**src/rtl/program_loader.sv**
```systemverilog
// Boot loader: pulls a length-prefixed little-endian program image from the UART
// receive buffer and writes it word by word into instruction memory.
module program_loader #(
  parameter logic [31:0] ADDR_BASE = 32'h0000_0000,
  parameter int unsigned MAX_WORDS = 16384
) (
  input  logic        clk,
  input  logic        reset,
  output logic        uart_out_valid,
  input  logic [7:0]  uart_out_data,
  input  logic        uart_out_ready,
  output logic [31:0] mem_in_addr,
  output logic [31:0] mem_in_data,
  output logic        mem_in_valid,
  input  logic        mem_in_ready,
  output logic        load_completed,
  output logic        load_error,
  output logic [15:0] word_count
);

  typedef enum logic [2:0] {StLen, StData, StWrite, StDone, StError} state_e;

  state_e      state_q, state_d;
  logic [1:0]  idx_q, idx_d;
  logic [23:0] buf_q, buf_d;     // low three bytes of the word being assembled
  logic [31:0] len_q, len_d;
  logic [15:0] count_q, count_d;
  logic [31:0] addr_q, addr_d;
  logic [31:0] data_q, data_d;
  logic        uart_valid_q, mem_valid_q, done_q, error_q;

  logic        byte_take;
  logic        write_take;
  logic [31:0] word_full;
  logic [15:0] count_inc;

  assign byte_take  = uart_valid_q && uart_out_ready;
  assign write_take = mem_valid_q && mem_in_ready;
  assign word_full  = {uart_out_data, buf_q};
  assign count_inc  = count_q + 16'd1;

  // Next-state, byte assembly and write bookkeeping.
  always_comb begin
    state_d = state_q;
    idx_d   = idx_q;
    buf_d   = buf_q;
    len_d   = len_q;
    count_d = count_q;
    addr_d  = addr_q;
    data_d  = data_q;

    if (byte_take) begin
      idx_d = idx_q + 2'd1;
      case (idx_q)
        2'd0:    buf_d[7:0]   = uart_out_data;
        2'd1:    buf_d[15:8]  = uart_out_data;
        2'd2:    buf_d[23:16] = uart_out_data;
        default: ;
      endcase
    end

    unique case (state_q)
      StLen: begin
        if (byte_take && idx_q == 2'd3) begin
          len_d = word_full;
          if (word_full > MAX_WORDS) begin
            state_d = StError;
          end else if (word_full == 32'd0) begin
            state_d = StDone;
          end else begin
            state_d = StData;
          end
        end
      end
      StData: begin
        if (byte_take && idx_q == 2'd3) begin
          data_d  = word_full;
          addr_d  = ADDR_BASE + {14'd0, count_q, 2'b00};
          state_d = StWrite;
        end
      end
      StWrite: begin
        if (write_take) begin
          count_d = count_inc;
          // Header check guarantees len_q fits in 16 bits here.
          state_d = ({16'd0, count_inc} == len_q) ? StDone : StData;
        end
      end
      StDone:  ;
      StError: ;
      default: state_d = StLen;
    endcase
  end

  // State and datapath registers; outputs are registered decodes of the next state.
  always_ff @(posedge clk or posedge reset) begin
    if (reset) begin
      state_q      <= StLen;
      idx_q        <= 2'd0;
      buf_q        <= 24'd0;
      len_q        <= 32'd0;
      count_q      <= 16'd0;
      addr_q       <= 32'd0;
      data_q       <= 32'd0;
      uart_valid_q <= 1'b0;
      mem_valid_q  <= 1'b0;
      done_q       <= 1'b0;
      error_q      <= 1'b0;
    end else begin
      state_q      <= state_d;
      idx_q        <= idx_d;
      buf_q        <= buf_d;
      len_q        <= len_d;
      count_q      <= count_d;
      addr_q       <= addr_d;
      data_q       <= data_d;
      uart_valid_q <= (state_d == StLen) || (state_d == StData);
      mem_valid_q  <= (state_d == StWrite);
      done_q       <= (state_d == StDone);
      error_q      <= (state_d == StError);
    end
  end

  assign uart_out_valid = uart_valid_q;
  assign mem_in_valid   = mem_valid_q;
  assign mem_in_addr    = addr_q;
  assign mem_in_data    = data_q;
  assign load_completed = done_q;
  assign load_error     = error_q;
  assign word_count     = count_q;

endmodule
```
**config.mk**
```make
export PLATFORM = sky130hd
export DESIGN_NAME = program_loader
export DESIGN_NICKNAME = d
export VERILOG_FILES = /design/src/rtl/program_loader.sv
export SDC_FILE = /design/constraint.sdc
export NUM_CORES = 1
export LEC_CHECK = 0
export CAP_MARGIN = 20
export CORE_ASPECT_RATIO = 1.5
export CORE_MARGIN = 1.5
export CORE_UTILIZATION = 45
export CTS_BUF_LIST = sky130_fd_sc_hd__clkbuf_8
export DETAILED_ROUTE_END_ITERATION = 7
export PLACE_DENSITY_LB_ADDON = 0.15
export SYNTH_ARGS = -nofsm -noshare
export SYNTH_HDL_FRONTEND = slang
export SYNTH_SLANG_ARGS = --single-unit
```
**constraint.sdc**
```tcl
create_clock -name clk -period 5.8 [get_ports clk]
set_input_delay 1.16 -clock clk [delete_from_list [all_inputs] [get_ports clk]]
set_output_delay 1.16 -clock clk [all_outputs]
set_load 0.005 [all_outputs]
```
==> impl_results.md, run 1 <==
* Status: finished, final reports clean
* Initial antenna violation count at 0
* # rows at 50
* Max Fanout on Critical Path at 18
* Initial DRT Pass Iterations at 5
* Final ANT Viol Nets at 0
* Final Setup Violations at 0
* Core area at 12,400 sq um
* Dpl ws at 2.17 ns
* Max-cap violations at 0
* Via count at 3,634
* N_diodes at 0
* Global-route wire length before repair at 19.5 mm
* Clk pwr share at 29.9%
* Reg clk slew, reported paths at 0.07 ns
* Power share of the combinational group at 17.8%
* Final GP Congestion at 0.803
* RSZ-0062 raised after global routing: false
* 1st-iter DRT viols at 116
* Avg Inst Size Synth at 13.3 sq um
* Post-synth top area cell: dfrtp_1
* Chip Width at 95.2 um
* Share of cells above drive strength 1 at 28.0%
* Clk_lat worst skew at 0.43 ns
* Clock sink count at 129
* Vias/cell at 5.31
* Sw frac at 29.1%
* Post_cts resized at 0
* Total GRT Usage at 19.6%
* Worst Setup Path Type: in -> reg
* Share of the synthesized area in the top cell type at 56.3%
* Initial Util at 46.1%
* Max_slew headroom at 45.3%
* Seq cells post-synth at 129
* Die Span Y at 141 um
* Fin crit share at 55.0%
* Wirelength per Cell at 17.3 um
* Worst Hold Class: reg -> reg
* Pwr dens at 353 nW/um^2
* Synth Warn # at 0
* Largest net degree at the start of global routing at 67
* Most common cell after layout, fill and taps aside: dfrtp_1
* CP Launch Type: primary input
* Root buf cell: clkbuf_8
* CTS Buf Count at 17
* Final Skew at 0.00913 ns
* Sw power at 0.000717 W
* Vias in the first global route at 3,709
* Post-route insts no fill at 684
* Fin Hold WS at 0.505 ns
* Fin. max-slew vios at 0
* Unique cell type count in the Yosys netlist at 41
* Worst setup EP type: flip-flop
* Required @ worst endpoint at 6.14 ns
* Synth top area cells: dfrtp_1 (56%), mux2_2 (21%), xnor2_1 (3.2%)
* Seq/Total Area, Yosys at 56.3%
* Area grow syn2layout at 21.9%
* Fmax at 314 MHz
* Setup_tns at 0 ns
* Die Area at 13,400 sq um
* Clock Tree Buf Depth at 2
* Nets at 532
* Most frequent cells in the layout: dfrtp_1 (129), mux2_2 (106), clkdlybuf4s50_1 (79)
* Fill cell count at 1,066
* Slew @ Worst Pin at 0.821 ns
* Pleak at 3.20 nW
* I/O Buffers at 79
* Cells after DPL at 652
* Hold-fix buffers at CTS at 0
* Internal power at 0.00175 W
* Post-Synthesis Cells at 431
* Arrival time at the worst endpoint at 3.53 ns
* Reg power frac at 52.4%
* Setup ws final at 2.61 ns
* I/O pin total at 96
* DRC Markers at 0
* Postcts setup bufs at 0
* Post-DP HPWL at 8.48 mm
* GR Overflow Total at 0
* Mapped cell area at 5730 sq um
* Min cycle time layout at 3.19 ns
* CTS tree: done
* VDD IR max at 0.194 mV
* Htree depth at 4
* Final hold violations at 0
* Final WL at 11.8 mm
## worst paths after layout
path / start / to / slack (ns) / cells past startpoint
min in group asynchronous: reset / len_q[20] / 1.05 / 2
setup reg to reg: idx_q[0] / load_completed / 3.31 / 9
hold / removal: mem_in_addr[9] / mem_in_addr[9] / 0.51 / 1
max in group asynchronous: reset / mem_in_addr[17] / 3.61 / 3
setup / recovery: uart_out_ready / load_completed / 2.61 / 9
hold reg to reg: mem_in_addr[9] / mem_in_addr[9] / 0.51 / 1
## synth_stat cells
master and number:
o21a_1 2, a311oi_1 1, a32oi_1 1, nand3_1 12, inv_1 8, nor3b_2 1
ha_1 5, xor2_1 17, o41ai_1 1, a211oi_1 4, nor2_1 14, dfrtp_1 129
a22oi_1 1, nor2b_1 1, o21ai_0 6, a21oi_1 1, and4_1 3, conb_1 1
a211o_1 1, buf_2 15, nor4_2 1, and3_1 2, o2111a_1 2, clkbuf_1 1
o31ai_2 1, a41oi_1 2, nand4_1 10, mux2_2 106, buf_4 18, o21bai_1 1
or4_1 1, nand2_1 11, nor3_2 1, nor4_1 12, nand2b_1 4, nor3_1 8
and3b_1 1, nand3b_1 1, and2_1 1, xnor2_1 21, nand3_2 2
## power groups by stage
| stage | clock network, W | registers (W) | logic (W) |
|---|---|---|---|
| 2_1_floorplan | 0 | 0.00122 | 0.000370 |
| 3_3_place_gp | 0 | 0.00130 | 0.000430 |
| 3_5_place_dp | 0 | 0.00131 | 0.000444 |
| 4_1_cts | 0.000754 | 0.00129 | 0.000447 |
| 5_1_grt | 0.000795 | 0.00132 | 0.000488 |
| 6_report | 0.000736 | 0.00129 | 0.000438 |
## worst max-delay path, stage by stage
cell,delay (ns)
clkdlybuf4s50_1,0.55
nand3_2,0.14
or4_1,0.76
buf_4,0.35
nor3_1,0.21
nor2_1,0.11
inv_1,0.08
nand3_1,0.08
o31ai_2,0.08
## state kept, by name, summed over array words and instances, names as in the netlist
register	count
buf_q	24
idx_q	2
len_q	32
load_completed	1
load_error	1
mem_in_addr	16
mem_in_data	32
mem_in_valid	1
state_q	3
uart_out_valid	1
word_count	16
## layer usage
| metal | vias to the layer above | GRT usage (%) | wire length [um] |
|---|---|---|---|
| met5 | - | 0 | 0 |
| met4 | 0 | 9.27 | 292 |
| met3 | 22 | 5.36 | 481 |
| met2 | 105 | 33.0 | 6230 |
| met1 | 1829 | 22.6 | 4830 |
| li1 | 1678 | - | - |
## cell type report
| type | instances | area (sq um) | share of cell area, % |
|---|---|---|---|
| Sequential cell | 129 | 3230 | 46.2 |
| Inverter | 8 | 32.5 | 0.465 |
| Clock inverter | 13 | 121 | 1.74 |
| Multi-Input combinational cell | 275 | 2320 | 33.2 |
| Tap cell | 156 | 195 | 2.79 |
| Clock buffer | 19 | 262 | 3.74 |
| Timing Repair Buffer | 84 | 828 | 11.8 |
## cells by family (layout without fill, tap and decap cells)
| logic type | after synthesis | after routing | synth area share, % |
|---|---|---|---|
| DFF | 129 | 129 | 56.3 |
| adders and majority gates | 5 | 5 | 1.09 |
| muxes | 106 | 106 | 20.8 |
| xor gates and xnor gates | 38 | 38 | 5.80 |
| buffers and inverters | 42 | 124 | 4.25 |
| AOI/OAI and AO/OA | 24 | 24 | 3.19 |
| and+or+nand+nor | 86 | 86 | 8.49 |
| other | 1 | 16 | 0.0654 |
## through the flow
step / utilization (%) / power [W] / cell area (sq um)
finish: 56.2 / 0.00246 / 6990
global route: 56.2 / 0.00260 / 6990
CTS: 56.2 / 0.00249 / 6990
detailed placement: 53.1 / 0.00175 / 6610
global placement: 53.1 / 0.00173 / 6610
floorplan: - / 0.00159 / 5790
No activity file was read; power rests on OpenSTA's default activity.
==> inputs of run 2 (changes only) <==
- clock period: 5.8 -> 2.7 ns (I/O delays scaled with it)
==> run 2 against run 1 <==
Against the previous run:
- register-to-register slack worse by 2.9 ns
- die area unchanged
- flip-flop and latch count did not move
- hold slack worse by 0.00073 ns
- count of clock-buffer cells in the layout grew 2
- design area increased by 1.5%
- largest power group unchanged
- utilization is 0.82 points higher
- routed wire length is 2.8% higher
- worst setup slack got worse by 2.2 ns
- non-clock buffer count up 15
- first-iteration DRC count is 31% higher
- via count up 1.7%
==> impl_results.md, run 2 (synthesis gave the netlist of run 1 again) <==
* Initial Util at 46.1% (unchanged)
* CP peak stage delay at 0.56 ns (-0.20 ns)
* Max layer used: met4
* Total GRT Usage at 19.8% (+0.18 points)
* Chip Width at 95.2 um (unchanged)
* Nets at 547 (+2.8%)
* Fin. max-slew vios at 0 (unchanged)
* Vias/cell at 5.30 (-0.33%)
* Die Area at 13,400 sq um (unchanged)
* Root buf cell: clkbuf_8
* Cells after DPL at 667 (+2.3%)
* Final WL at 12.2 mm (+2.8%)
* Final ANT Viol Nets at 0 (unchanged)
* Pwr dens at 735 nW/um^2 (+110%)
* Worst Setup Path Type: reg -> reg
* Dpl ws at 0.0408 ns (-2.13 ns)
* Final hold violations at 0 (unchanged)
* Area grow syn2layout at 23.7%
* Slew @ Worst Pin at 0.581 ns (-0.239 ns)
* I/O pin total at 96 (unchanged)
* WL met3 at 469 um (-2.5%)
* # rows at 50 (unchanged)
* Pleak at 3.28 nW (+2.6%)
* Final GP Congestion at 0.891 (+11%)
* Reg clk slew, reported paths at 0.07 ns (about the same)
* Clock sink count at 129 (unchanged)
* Final Setup Violations at 0 (unchanged)
* Status: finished, final reports clean
* Fin Hold WS at 0.505 ns (-0.000732 ns)
* Max-cap violations at 0 (unchanged)
* WL met1 at 4.89 mm (+1.2%)
* Clk_lat worst skew at 0.43 ns (about the same)
* Clock Tree Buf Depth at 2 (unchanged)
* RSZ-0062 raised after global routing: false
* Min cycle time layout at 2.34 ns
* CP max stage cell: nor4_1
* Core area at 12,400 sq um (unchanged)
* Fmax at 428 MHz
* Global-route wire length before repair at 19.9 mm (+1.9%)
* I/O Buffers at 79 (unchanged)
* VDD IR max at 0.499 mV (+160%)
* Fin crit share at 86.6%
* Post-route insts no fill at 698 (+2.0%)
* Footprint of the multi-input gates at 2320 sq um (unchanged)
* Htree depth at 4 (unchanged)
* 1st-iter DRT viols at 152 (+31%)
* CP Launch Type: flip-flop
* Arrival time at the worst endpoint at 2.65 ns (-0.88 ns)
* Postcts setup bufs at 0 (unchanged)
* Hold-fix buffers at CTS at 0 (unchanged)
* Bufs and invs on worst path at 0 (-3)
* Worst setup EP type: flip-flop
* Required @ worst endpoint at 3.02 ns (-3.12 ns)
* Register area at 3230 sq um (unchanged)
* CTS Buf Count at 17 (unchanged)
* Most common cell after layout, fill and taps aside: dfrtp_1
* Critical path's top delay family: simple AND/OR/NAND/NOR gates
* CTS tree: done
* Fill cell count at 1,071 (+0.47%)
* Initial DRT Pass Iterations at 4 (-1)
* DRC Markers at 0 (unchanged)
* Final Skew at 0.00840 ns (-0.000737 ns)
* Vias in the first global route at 3,840 (+3.5%)
* Final core utilization at 57.0% (+0.82 points)
* Max Fanout on Critical Path at 4 (-14)
* N_diodes at 0 (unchanged)
* DR WL met2 at 6.48 mm (+4.0%)
* Wirelength per Cell at 17.4 um (+0.75%)
* Via count at 3,696 (+1.7%)
* Worst Hold Class: reg -> reg
* Post_cts resized at 0 (unchanged)
* Die Span Y at 141 um (unchanged)
* Share of cells above drive strength 1 at 29.7% (+1.7 points)
* GR Overflow Total at 0 (unchanged)
* Setup ws final at 0.362 ns (-2.25 ns)
* Most frequent cells in the layout: dfrtp_1 (129), mux2_2 (106), clkdlybuf4s50_1 (79)
* Largest net degree at the start of global routing at 96 (+43%)
* Initial antenna violation count at 0 (unchanged)
* CP Cell Sequence: nor4_1 -> nand4_1 -> o41ai_1 -> a22oi_1 -> nor2b_1 -> o21a_1
* Setup_tns at 0 ns (unchanged)
* Max_slew headroom at 60.9% (+16 points)
* Post-DP HPWL at 8.85 mm (+4.4%)
==> run 2: changes by cell type in the layout (fill, tap and decap cells not counted) <==
cell        change
bufinv_16       -1
buf_4          +14
buf_12          +1
clkinvlp_4      -3
inv_4           -1
clkbuf_8        +2
inv_1           +1
clkinv_2        +1
==> run 2: stage by stage <==
stage	instance area, sq um	power [W]
6_report	7090	0.00521
5_1_grt	7090	0.00552
4_1_cts	7090	0.00527
3_5_place_dp	6730	0.00377
3_3_place_gp	6730	0.00371
2_1_floorplan	5790	0.00342
==> run 2: cell type report <==
class | count | share of cell area [%]
tap | 156 | 2.75
clock buffer | 21 | 4.07
clock inverter | 10 | 0.988
inverter | 8 | 0.476
multi-input combinational | 275 | 32.8
timing repair buffer | 99 | 13.4
sequential | 129 | 45.5
==> run 2: final timing paths <==
| kind | slack [ns] | to | startpoint | cells past startpoint |
|---|---|---|---|---|
| max | 0.36 | uart_out_valid | buf_q[19] | 6 |
| min | 0.50 | mem_in_addr[14] | mem_in_addr[14] | 1 |
| max reg2reg | 0.36 | uart_out_valid | buf_q[19] | 6 |
| min reg2reg | 0.50 | mem_in_addr[14] | mem_in_addr[14] | 1 |
| max in group asynchronous | 1.68 | mem_in_addr[11] | reset | 3 |
| min in group asynchronous | 0.59 | buf_q[20] | reset | 3 |
==> run 2: power by group <==
part           switching, W  leakage, nW  internal (W)
sequential         0.000400         1.71       0.00235
combinational      0.000402         1.37      0.000565
clock              0.000693        0.206      0.000799
total               0.00149         3.28       0.00372
==> run 2: metal layers <==
| layer | global-route usage [%] | up-vias |
|---|---|---|
| li1 | - | 1703 |
| met1 | 22.5 | 1861 |
| met2 | 34.2 | 108 |
| met3 | 5.79 | 24 |
| met4 | 7.78 | 0 |
| met5 | 0 | - |
